### src/rtl/ysyx_23060278_ifu.sv
// Instruction fetch unit: one outstanding memory read, a single-entry instruction
// holding register toward the decoder, and redirect handling that squashes in-flight fetches.
module ysyx_23060278_ifu #(
    parameter logic [31:0] RESET_PC = 32'h8000_0000
) (
    input  logic        clk,
    input  logic        rst,

    output logic        mem_req_valid,
    input  logic        mem_req_ready,
    output logic [31:0] mem_req_addr,
    input  logic        mem_resp_valid,
    input  logic [31:0] mem_resp_data,

    output logic        inst_valid,
    input  logic        inst_ready,
    output logic [31:0] inst,
    output logic [31:0] inst_pc,

    input  logic        redirect_valid,
    input  logic [31:0] redirect_pc,

    output logic [31:0] fetch_cnt
);

    typedef enum logic [1:0] {
        S_REQ  = 2'd0,
        S_WAIT = 2'd1,
        S_HOLD = 2'd2
    } state_t;

    state_t      state_q, state_d;
    logic [31:0] pc_q, pc_d;
    logic        drop_q, drop_d;
    logic [31:0] inst_q, inst_d;
    logic [31:0] inst_pc_q, inst_pc_d;
    logic [31:0] fetch_cnt_q, fetch_cnt_d;
    logic [31:0] redirect_tgt;

    // Instructions are word aligned; the low two target bits carry no meaning here.
    assign redirect_tgt  = redirect_pc & 32'hFFFF_FFFC;

    assign mem_req_valid = (state_q == S_REQ);
    assign mem_req_addr  = pc_q;
    assign inst_valid    = (state_q == S_HOLD);
    assign inst          = inst_q;
    assign inst_pc       = inst_pc_q;
    assign fetch_cnt     = fetch_cnt_q;

    always_comb begin
        state_d     = state_q;
        pc_d        = pc_q;
        drop_d      = drop_q;
        inst_d      = inst_q;
        inst_pc_d   = inst_pc_q;
        fetch_cnt_d = fetch_cnt_q;

        case (state_q)
            S_REQ: begin
                if (redirect_valid) begin
                    pc_d = redirect_tgt;
                end
                if (mem_req_ready) begin
                    // A redirect racing the accept makes the in-flight word stale.
                    state_d = S_WAIT;
                    drop_d  = redirect_valid;
                end
            end

            S_WAIT: begin
                if (mem_resp_valid) begin
                    if (drop_q || redirect_valid) begin
                        drop_d  = 1'b0;
                        state_d = S_REQ;
                        if (redirect_valid) begin
                            pc_d = redirect_tgt;
                        end
                    end else begin
                        inst_d    = mem_resp_data;
                        inst_pc_d = pc_q;
                        state_d   = S_HOLD;
                    end
                end else if (redirect_valid) begin
                    pc_d   = redirect_tgt;
                    drop_d = 1'b1;
                end
            end

            S_HOLD: begin
                // A redirect wins over the consume handshake: the held word is wrong-path.
                if (redirect_valid) begin
                    pc_d    = redirect_tgt;
                    state_d = S_REQ;
                end else if (inst_ready) begin
                    pc_d        = pc_q + 32'd4;
                    fetch_cnt_d = fetch_cnt_q + 32'd1;
                    state_d     = S_REQ;
                end
            end

            default: begin
                state_d = S_REQ;
            end
        endcase
    end

    always_ff @(posedge clk or posedge rst) begin
        if (rst) begin
            state_q     <= S_REQ;
            pc_q        <= RESET_PC;
            drop_q      <= 1'b0;
            inst_q      <= 32'd0;
            inst_pc_q   <= 32'd0;
            fetch_cnt_q <= 32'd0;
        end else begin
            state_q     <= state_d;
            pc_q        <= pc_d;
            drop_q      <= drop_d;
            inst_q      <= inst_d;
            inst_pc_q   <= inst_pc_d;
            fetch_cnt_q <= fetch_cnt_d;
        end
    end

endmodule
### config.mk
export PLATFORM = sky130hd
export DESIGN_NAME = ysyx_23060278_ifu
export DESIGN_NICKNAME = d
export VERILOG_FILES = /design/src/rtl/ysyx_23060278_ifu.sv
export SDC_FILE = /design/constraint.sdc
export NUM_CORES = 1
export LEC_CHECK = 0
export ABC_AREA = 0
export BUFFER_PORTS_ARGS = -buffer_cell sky130_fd_sc_hd__buf_2
export CAP_MARGIN = 30
export CORE_MARGIN = 4
export CORE_UTILIZATION = 40
export CTS_CLUSTER_DIAMETER = 60
export DETAILED_ROUTE_END_ITERATION = 16
export PLACE_DENSITY = 0.66
export SYNTH_ARGS = -nofsm -noshare
export SYNTH_HDL_FRONTEND = slang
export SYNTH_SLANG_ARGS = --single-unit
export TNS_END_PERCENT = 1
### constraint.sdc
create_clock -name clk -period 5.64 [get_ports clk]
set_clock_uncertainty 0.2 [all_clocks]
set_input_delay 0.564 -clock clk [delete_from_list [all_inputs] [get_ports clk]]
set_output_delay 0.564 -clock clk [all_outputs]
set_load 0.005 [all_outputs]
Word level (Yosys, flattened, before mapping)
Cells that the tools add are included.
{ "totals": {"in_bits": 70, "out_inout_bits": 130, "regBits": 131} }
{ "op_classes": {"eq_ne": 7, "n_mux": 17, "reduce_logical": 9, "n_addsub": 2, "n_bitwise": 2} }
{ "ops": {"columns": ["cell", "n"], "rows": [
  ["32-bit two-way mux", 5],
  ["32-bit case mux with 3 select lines", 1],
  ["32-bit by 1-bit adder with 32-bit output, second input constant", 1],
  ["32-bit by 3-bit adder with 32-bit output, second input constant", 1],
  ["3-bit AND reduction", 4],
  ["2-bit two-way mux", 5],
  ["3-bit inequality test, second input constant", 2],
  ["2-bit case mux with 3 select lines", 1],
  ["1-bit two-way mux", 4],
  ["4-bit AND reduction", 1],
  ["3-bit by 1-bit inequality test with 1-bit output, second input constant", 1],
  ["3-bit nonzero test", 1],
  ["2-bit by 1-bit equality test with 1-bit output, second input constant", 1],
  ["2-bit equality test, second input constant", 1],
  ["2-bit zero test", 1],
  ["2-bit by 1-bit inequality test with 1-bit output, second input constant", 1],
  ["2-bit inequality test, second input constant", 1],
  ["1-bit NOT", 2],
  ["1-bit case mux with 2 select lines", 1],
  ["2-bit nonzero test", 1],
  ["1-bit logical OR", 1]
]} }

Longest topological paths before layout
Gate-level depths: netlist of run 1.
{ "logic_depth": {"depth_word": 4, "mapped_depth": 6, "depth_no_buf": 5} }

Least setup slack after synthesis of run 1
Ideal clock, no wire load.
{ "synth_timing": {"path_type": "register -> register", "startpoint": "register pc_q[2] (netlist: mem_req_addr[2])", "endpoint": "register pc_q[26] (netlist: mem_req_addr[26])", "t_arrival_ns": 1.728, "stages_incl_launch_ff": 7, "setup_slack_ns": 3.618, "n_path_buf": 1, "synth_period_minus_slack_ns": 2.022, "path_cell_list": "dfrtp_1 > ha_1 > and4_1 > buf_2 > nand3_2 > or4_1 > a211oi_1"} }
{ "synth_between": {"elab_chain_cells": 4} }
{ "synth_rtl": {"columns": ["element", "line_no", "rtl"], "rows": [
  ["from (decl)", "33", "logic [31:0] pc_q, pc_d;"],
  ["from (signal assigned)", "117", "pc_q <= pc_d;"],
  ["32-bit by 3-bit adder with 32-bit output", "95", "pc_d = pc_q + 32'd4;"],
  ["32-bit two-way mux", "94", "end else if (inst_ready) begin"],
  ["32-bit two-way mux", "91", "if (redirect_valid) begin"],
  ["32-bit case mux with 3 select lines", "58", "case (state_q)"]
]} }
Every way passes these cells. The select of a mux whose other input is x is not followed.
A chain may end at the register's enable or synchronous reset.

Worst setup path in the final report of run 1
{ "layout_timing": {"startpoint": "register state_q[0]", "endpoint": "register fetch_cnt_q[28] (netlist: fetch_cnt[28])"} }
{ "layout_between": {"elab_chain_cells": 2} }
{ "layout_rtl": {"columns": ["element", "line_no", "rtl"], "rows": [
  ["from (decl)", "32", "state_t state_q, state_d;"],
  ["from (signal assigned)", "116", "state_q <= state_d;"],
  ["2-bit equality test", "58", null],
  ["3-bit AND reduction (no line)", null, null],
  ["to (signal assigned)", "121", "fetch_cnt_q <= fetch_cnt_d;"],
  ["to (decl)", "37", "logic [31:0] fetch_cnt_q, fetch_cnt_d;"]
]} }
Every way passes these cells.

==> results of run 1 <==
[metrics by stage]
| step | instances | hold WS (ps) | setup WS (ps) | area (um2) |
|---|---|---|---|---|
| final | 911 | 42.7 | 2550 | 7730 |
| after global routing | 911 | 91.6 | 2310 | 7730 |
| after CTS | 910 | 49.7 | 2530 | 7730 |
| after detailed placement | 878 | 269 | 2430 | 7140 |
| after global placement | 877 | 259 | 2390 | 7140 |
| after floorplan | 535 | 268 | 1490 | 6080 |
[where the power goes]
part | switching (mW) | total (mW) | internal, mW
Combinational | 0.304 | 0.714 | 0.410
Sequential | 0.194 | 1.37 | 1.18
Clock | 0.398 | 1.08 | 0.682
[cell usage after synthesis (2+ instances only)]
cell,n,area [um2]
nor4_1,9,56.3
mux2_2,54,608
clkbuf_1,13,48.8
and2_0,3,18.8
a2111o_1,2,22.5
and2_1,7,43.8
a21o_1,2,15.0
xor2_1,4,35.0
a211oi_1,3,22.5
a21oi_1,20,100
inv_1,4,15.0
xnor2_1,27,236
mux2i_1,9,90.1
nand2_1,28,105
nor3b_1,3,22.5
o211ai_1,5,37.5
ha_1,2,25.0
dfrtp_1,126,3150
nand4_1,29,181
nand2b_1,7,43.8
nand3_1,29,145
and3_1,9,56.3
or4_1,3,22.5
or2_2,2,12.5
mux2_1,9,101
a211o_1,2,17.5
o21ai_0,11,55.1
a2bb2oi_1,8,70.1
a311oi_1,3,26.3
o22ai_1,8,50.1
and4_1,14,123
buf_2,15,75.1
nor3_1,6,30.0
nor2_1,22,82.6
buf_4,10,75.1
a31oi_1,2,12.5
[worst max-delay path by stage]
stage                                      endpoint  slack (ps)  cells past startpoint
after global placement    fetch_cnt[31]$_DFFE_PP0P_        2390                      5
after detailed placement  fetch_cnt[28]$_DFFE_PP0P_        2430                      5
after floorplan                  drop_q$_DFFE_PP0P_        1490                      1
after CTS                 fetch_cnt[28]$_DFFE_PP0P_        2530                      4
final                     fetch_cnt[28]$_DFFE_PP0P_        2550                      4
after global routing      fetch_cnt[22]$_DFFE_PP0P_        2310                      4
[sequential cells by signal (all words and copies together) (netlist names)]
signal / count
state_q: 2
inst: 32
inst_pc: 30
drop_q: 1
fetch_cnt: 32
mem_req_addr: 30
[logic make-up (layout without fill, tap and decap cells)]
logic type / count (synthesis) / count (layout)
adders and majority gates: 2 / 2
muxes: 72 / 72
xor gates and xnor gates: 31 / 31
other: 1 / 5
and+or+nand+nor: 181 / 181
AOI/OAI and AO/OA: 75 / 75
DFF: 127 / 127
buffers and inverters: 43 / 234
[per-layer routing]
metal  up-vias  routed length, um
met5         -                 13
met4         2                291
met3        25               1230
met2       197               8080
met1      2466               6570
li1       2335                  -
[final cells by class]
cell class                      count  area (um2)
Fill cell                        1309        6970
Sequential cell                   127        3180
Multi-Input combinational cell    365        2710
Timing Repair Buffer              198        1000
Clock buffer                       22         474
Tap cell                          184         230
Clock inverter                     10         111
Inverter                            4        20.0
Antenna cell                        1        2.50
==> impl_metrics.csv, run 1 <==
group,metric,value,unit
clock_network,cts_sinks,127,
grt,grt_pass1_wl,26.5,mm
power_and_ir_drop,power_density,410,nW/um2
timing,period_minus_slack,3090,ps
synth,synth_top_family_by_area,"simple AND/OR/NAND/NOR gates",
synth,ys_async_sr_fraction,100,%
critical_path,slowest_delay,1060,ps
flow_run,cap_viol_max_count,0,
critical_path,reg2reg_to,"fetch_cnt[28]$_DFFE_PP0P_",
die,fp.dieArea,17200,um2
synth,syn_avg_cell_area,11.4,um2
placed_design,numPortBuffers,193,
die,die_w,131,um
synth,syn-cell-area,6070,um2
finish,mostFrequentLayoutCells,"buf_2, dfrtp_1, mux2_2",
synth,synth_warnings,0,
routing,vias_per_cell,5.52,
timing,fmax,324,MHz
synth,synth-compound-area-share,8.37,%
grt,use_met3,6.15,%
timing,slew_headroom,29.9,%
critical_path,crit_buf_inv,0,
grt,met1_usage,23.5,%
finish,final_common_cell,"buf_2",
synth,synthXorXnorAreaFrac,4.47,%
critical_path,crit_required,5770,ps
critical_path,crit_type,"reg2reg",
critical_path,r2r-start,"state_q[0]$_DFFE_PP0P_",
synth,synthSimpleGateAreaFrac,17.5,%
timing,grt_setup_unrepaired,"no",
placed_design,hpwl,11.3,mm
die,rows,44,
critical_path,cp_top_family,"simple AND/OR/NAND/NOR gates",
timing,setup_violations,0,
synth,synthAdderAreaFrac,0.412,%
synth,synthMuxAreaShare,13.2,%
critical_path,worstSetupStartpointType,"register",
routing,drt_wl_total,16.2,mm
clock_network,ctsResizeCount,0,
hold_path,holdCritPathClass,"in2async",
grt,top_usage_layer,"met2",
grt,grt_util_all_layers,18.8,%
finish,drive_gt1_share,40.5,%
finish,syn2layout_area_growth,27.4,%
routing,drtIter0Drc,356,
routing,route.detailed.drc,0,
timing,max_slew.worst_pin.slew,1050,ps
clock_network,cts_setup_buffers,0,
critical_path,crit_path_start,"state_q[0]$_DFFE_PP0P_",
power_and_ir_drop,p_total,3.17,mW
die,die_h,131,um
routing,vias,5025,
clock_network,cts-root-buf,"clkbuf_16",
timing,fin_crit_sh,54.8,%
synth,synth_edf_count,0,
timing,finalMaxSlewViolations,0,
critical_path,r2r_slack,2550,ps
timing,fin_setup_tns,0,ps
synth,ys_types,58,
timing,hold_viol,0,
clock_network,clk_path_buf_depth,2,
finish,nets,785,
die,core,14700,um2
clock_network,clkLatencyLatePin,420,ps
grt,gr-usage-met2,30.6,%
finish,final_util,52.6,%
die,initial_utilization,41.3,%
grt,grt_max_degree,68,
routing,first_pass_iters,5,
synth,synth_flop_cell,"dfrtp_1",
grt,grt_pass1_vias,5030,
status,status,"completed",
synth,ys_seq_area_share,52.4,%
grt,gr-total-overflow,0,
clock_network,htree_levels,4,
power_and_ir_drop,p_leak,3.57,nW
clock_network,cts_buffers,17,
critical_path,cp-end-kind,"register",
clock_network,clk_pin_slew,60,ps
synth,synth_cells,532,
placed_design,place.gp.congestion,0.800,
power_and_ir_drop,peakVddDrop,0.216,mV
critical_path,ff2ff_path_depth,4,
grt,antenna_found_initial,2,
critical_path,cp_max_fo,13,
synth,ys_seq_elements,127,
clock_network,postCtsHoldBufs,0,
routing,wl_per_cell,17.8,um
critical_path,cp.arrival,3210,ps
routing,antenna_left,0,
critical_path,cp_slowest_cell,"nor4_2",
clock_network,cts_tree,"yes",
critical_path,crit_chain,"nand4bb_1 > nor4_2 > nand4_1 > xnor2_1",
die,io-pin-count,200,
Power figures use the tool's default switching activity.
==> run 2, diff against run 1 <==
- PLACE_DENSITY: 0.66 -> 0.68
- clock period: 5.64 -> 2.8 ns (I/O delays scaled with it)
==> impl_metrics.csv, run 2 (synthesized netlist as in run 1, its figures left out) <==
group,metric,value,unit
power_and_ir_drop,p_leak,3.86,nW
critical_path,cp_slowest_cell,"nor3_1",
die,rows,44,
critical_path,crit_required,2920,ps
timing,fmax,419,MHz
routing,first_pass_iters,5,
die,initial_utilization,41.3,%
critical_path,cp_max_fo,6,
timing,max_slew.worst_pin.slew,720,ps
critical_path,worstSetupPathDepth,5,
placed_design,dpl_cell_area,7240,um2
finish,nets,845,
timing,hold_viol,0,
clock_network,cts_buffers,17,
die,fp.dieArea,17200,um2
grt,grt_pass1_wl,28.1,mm
routing,wl_per_cell,17.4,um
clock_network,clk_path_buf_depth,2,
finish,fin_area,8390,um2
timing,period_minus_slack,2390,ps
finish,syn2layout_area_growth,38.3,%
timing,fin_crit_sh,85.2,%
clock_network,cts_setup_buffers,0,
grt,antenna_found_initial,0,
critical_path,critPathMostFrequentCell,"nor3_1",
clock_network,clk_pin_slew,60,ps
grt,use_met3,4.85,%
placed_design,place.gp.congestion,0.826,
routing,antenna_left,0,
routing,drtIter0Drc,294,
critical_path,cp-end-kind,"register",
hold_path,min_path_cells,3,
timing,fin_setup_tns,0,ps
routing,drt_wl_total,16.8,mm
critical_path,crit_buf_inv,0,
grt,gr-usage-met2,33.4,%
die,core,14700,um2
hold_path,holdCritPathClass,"in2reg",
grt,grt_pass1_vias,5401,
timing,slew_headroom,52.0,%
clock_network,ctsResizeCount,0,
power_and_ir_drop,power_density,782,nW/um2
die,die_w,131,um
critical_path,ff2ff_path_depth,5,
finish,final_common_cell,"buf_2",
finish,mostFrequentLayoutCells,"buf_2, dfrtp_1, dlygate4sd3_1",
clock_network,cts_sinks,127,
timing,grt_setup_unrepaired,"no",
routing,route.detailed.drc,0,
clock_network,clkLatencyLatePin,420,ps
finish,fill_cells,1206,
finish,drive_gt1_share,38.2,%
flow_run,cap_viol_max_count,0,
critical_path,slowest_delay,610,ps
critical_path,crit_type,"reg2reg",
clock_network,htree_levels,4,
die,die_h,131,um
critical_path,worstSetupStartpointType,"register",
routing,vias,5308,
grt,met1_usage,24.2,%
clock_network,cts-root-buf,"clkbuf_16",
timing,setup_violations,0,
die,io-pin-count,200,
critical_path,cp.arrival,2510,ps
routing,vias_per_cell,5.47,
grt,gr-total-overflow,0,
status,status,"completed",
critical_path,cp_top_family,"simple AND/OR/NAND/NOR gates",
placed_design,hpwl,11.1,mm
grt,grt_max_degree,128,
grt,top_usage_layer,"met2",
grt,grt_util_all_layers,19.9,%
finish,antennaDiodeCount,0,
power_and_ir_drop,peakVddDrop,0.427,mV
critical_path,crit_chain,"ha_1 > nand4_1 > nor3_1 > a311oi_1 > nor3_1",
timing,finalMaxSlewViolations,0,
placed_design,numPortBuffers,193,
clock_network,cts_tree,"yes",
-- run 2: cell count changes in the layout (fill, tap and decap cells not counted), moves of 2 or more --
cell and change:
clkbuf_1 -2, clkinv_4 +3, dlygate4sd3_1 +55, clkbuf_8 -2, buf_12 +5
-- run 2: where the power goes --
group          internal (mW)  switching (mW)
Clock                   1.42           0.851
Combinational          0.888           0.627
Sequential              2.38           0.401
-- run 2: final timing paths --
check	start	slack [ps]	endpoint
worst min register to register	fetch_cnt[31]$_DFFE_PP0P_	270	fetch_cnt[31]$_DFFE_PP0P_
max in group asynchronous	rst	1400	mem_req_addr[23]$_DFFE_PP0P_
worst max-delay path	mem_req_addr[2]$_DFFE_PP0P_	410	mem_req_addr[24]$_DFFE_PP0P_
worst max register to register	mem_req_addr[2]$_DFFE_PP0P_	410	mem_req_addr[24]$_DFFE_PP0P_
worst min-delay path	redirect_pc[12]	10	mem_req_addr[12]$_DFFE_PP0P_
min in group asynchronous	rst	420	inst[2]$_DFFE_PP0P_
-- run 2: what timing repair did --
action	in CTS	in global routing
hold endpoints to repair	180	0
hold buffers	55	0
endpoints found under the setup margin	0	0
-- run 2: tightest hold or removal path, cell delays in order --
cell and delay [ps]:
buf_2 80, o22ai_1 70, a2bb2oi_1 150
-- run 2: layout make-up --
cell class              instances  area (um2)  share of cell area, %
multi-input cells             365        2700                   32.2
well taps                     184         230                   2.74
clock inverters                14         166                   1.98
inverters                       4        18.8                  0.224
flip-flops and latches        127        3180                   37.9
clock buffers                  18         439                   5.23
repair buffers                258        1650                   19.7
-- run 2: metrics by stage --
step	std cells	utilization (%)	setup slack, ps	power, mW	hold WS (ps)
3_5_place_dp	883	49.2	486	4.27	259
5_1_grt	970	57.1	208	6.91	24.9
4_1_cts	970	57.1	453	6.62	0.291
2_1_floorplan	535	-	754	3.47	180
3_3_place_gp	883	49.2	501	4.20	256
6_report	970	57.1	414	6.56	12.2
-- run 2: routing by layer --
layer	share of wire, %	wire length (um)
met4	3.4	577
met3	5.5	921
met5	0	0
met2	50	8430
met1	41	6900
==> run 3, diff against run 2 <==
- ABC_AREA: 0 -> 1
- PLACE_DENSITY: 0.68 -> 0.67
==> impl_metrics.csv, run 3 <==
group,metric,value,unit
status,status,"completed",
flow_run,cap_viol_max_count,0,
finish,mostFrequentLayoutCells,"nand2_1, buf_2, dfrtp_1",
die,die_w,136,um
synth,syn_avg_cell_area,7.29,um2
power_and_ir_drop,peakVddDrop,0.458,mV
placed_design,place.gp.congestion,0.890,
die,rows,46,
hold_path,hold_end,"mem_req_addr[17]$_DFFE_PP0P_",
critical_path,cp.arrival,2470,ps
timing,period_minus_slack,2370,ps
routing,antenna_left,0,
grt,gr-total-overflow,0,
critical_path,critPathMostFrequentCell,"nand2_1",
critical_path,cp_max_fo,59,
grt,antenna_found_initial,0,
power_and_ir_drop,p_leak,4.60,nW
critical_path,r2r-start,"state_q[0]$_DFFE_PP0P_",
clock_network,clk_pin_slew,50,ps
clock_network,clk_path_buf_depth,2,
routing,vias_per_cell,4.74,
die,core,16000,um2
routing,wl_per_cell,14.0,um
critical_path,reg2reg_to,"mem_req_addr[26]$_DFFE_PP0P_",
power_and_ir_drop,power_density,785,nW/um2
clock_network,clkLatencyLatePin,420,ps
synth,synth_top_area_share,47.8,%
synth,ys_async_sr_fraction,100,%
synth,yosysTopAreaCell,"dfrtp_1",
routing,route.detailed.drc,0,
timing,timing.hold.ws,18.3,ps
hold_path,holdCritPathClass,"in2reg",
synth,synth.most_common_cell,"nand2_1",
grt,grt_util_all_layers,21.4,%
critical_path,crit_type,"reg2reg",
critical_path,crit_buf_inv,3,
die,initial_utilization,41.2,%
clock_network,cts_tree,"yes",
finish,fin_area,8960,um2
clock_network,cts_sinks,127,
placed_design,dpl_cell_area,7750,um2
clock_network,cts-root-buf,"clkbuf_16",
critical_path,crit_required,2910,ps
routing,first_pass_iters,5,
critical_path,slowest_delay,490,ps
synth,synth_warnings,0,
grt,grt_max_degree,128,
timing,finalMaxSlewViolations,0,
placed_design,numPortBuffers,193,
finish,syn2layout_area_growth,35.9,%
hold_path,hold_start,"redirect_pc[17]",
timing,fin_crit_sh,84.6,%
timing,grt_setup_unrepaired,"no",
clock_network,htree_levels,4,
routing,vias,6556,
timing,hold_viol,0,
clock_network,ctsResizeCount,0,
synth,synth.top_cells.by_area,"dfrtp_1, nand2_1, nor2_1",
critical_path,ff2ff_path_depth,11,
timing,fmax,422,MHz
critical_path,crit_chain,"inv_1 > nand2_1 > nor2_4 > buf_4 > nand3_1 > nor2_1 > nand2_1 > nand2_1 > nand2_1 > nand2_1 > inv_1",
synth,ys_seq_elements,127,
timing,setup_violations,0,
finish,drive_gt1_share,21.9,%
finish,nets,1225,
die,io-pin-count,200,
finish,antennaDiodeCount,0,
routing,drtIter0Drc,397,
grt,grt_pass1_wl,31.5,mm
critical_path,cp-end-kind,"register",
placed_design,hpwl,13.3,mm
routing,drt_wl_total,19.3,mm
synth,synth_edf_count,0,
grt,grt_pass1_vias,6323,
synth,synth_cells,904,
synth,ys_types,37,
timing,max_slew.worst_pin.slew,717,ps
timing,slew_headroom,52.1,%
critical_path,r2r_slack,430,ps
synth,ys_seq_area_share,48.2,%
synth,synth_commonest_cells,"nand2_1, dfrtp_1, nor2_1, inv_1",
critical_path,cp_slowest_cell,"buf_4",
synth,syn-cell-area,6590,um2
die,fp.dieArea,18600,um2
critical_path,cp_top_family,"simple AND/OR/NAND/NOR gates",
hold_path,min_path_cells,4,
finish,final_common_cell,"nand2_1",
die,die_h,136,um
clock_network,cts_buffers,17,
synth,synth_flop_cell,"dfrtp_1",
critical_path,worstSetupStartpointType,"register",
timing,fin_setup_tns,0,ps
run 3: tightest hold or removal path, stage by stage:
cell and delay, ps:
buf_2 90, o21a_1 120, nand2_1 40, o21ai_0 50
run 3: routing by layer:
metal / wire length [um] / up-vias / share of wire [%] / GRT usage [%]
met4: 524 / 0 / 2.7 / 8.90
met5: 0 / - / 0 / 0
li1: - / 3326 / - / -
met2: 9250 / 209 / 48 / 35.3
met1: 8380 / 2977 / 43 / 26.8
met3: 1160 / 44 / 6.0 / 5.14
run 3: power breakdown:
group / total (mW) / internal, mW / switching (mW)
registers: 2.85 / 2.40 / 0.445
logic: 1.88 / 0.836 / 1.04
clock network: 2.30 / 1.49 / 0.808
run 3: timing repair:
| action | in CTS | in global routing |
|---|---|---|
| setup buffers | 0 | 0 |
| hold endpoints to repair | 184 | 0 |
| hold buffers | 59 | 0 |
run 3: final cells by class:
type,instances,area (um2)
fillers,1533,7040
flip-flops and latches,127,3180
multi-input cells,689,3050
repair buffers,257,1610
clock buffers,23,488
well taps,216,270
inverters,61,233
clock inverters,9,131
run 3: worst max path at each step:
stage / start / end / slack (ps) / cells after the start
after floorplan: rst / drop_q$_DFFE_PP0P_ / 750 / 1
after global placement: state_q[0]$_DFFE_PP0P_ / mem_req_addr[26]$_DFFE_PP0P_ / 510 / 11
after detailed placement: state_q[0]$_DFFE_PP0P_ / mem_req_addr[26]$_DFFE_PP0P_ / 440 / 11
after CTS: state_q[0]$_DFFE_PP0P_ / mem_req_addr[26]$_DFFE_PP0P_ / 440 / 11
after global routing: state_q[0]$_DFFE_PP0P_ / mem_req_addr[26]$_DFFE_PP0P_ / 260 / 11
final: state_q[0]$_DFFE_PP0P_ / mem_req_addr[26]$_DFFE_PP0P_ / 430 / 11
run 3: stage by stage:
step | utilization, % | power, mW | setup slack [ps] | std cells
CTS | 56.0 | 7.10 | 437 | 1382
global placement | 48.5 | 4.66 | 508 | 1291
floorplan | - | 3.75 | 754 | 907
finish | 56.0 | 7.03 | 433 | 1382
detailed placement | 48.5 | 4.70 | 445 | 1291
global route | 56.0 | 7.54 | 258 | 1382
run 3: cell families after synthesis:
kind of cell             Yosys count  synth area share, %
XOR/XNOR                          19                 2.52
AND/OR/NAND/NOR                  577                 35.5
AO/OA/AOI/OAI                     87                 7.51
buffers and inverters             91                 5.83
other                              1               0.0569
flip-flops                       127                 48.2
adder cells (fa/ha/maj)            2                0.379
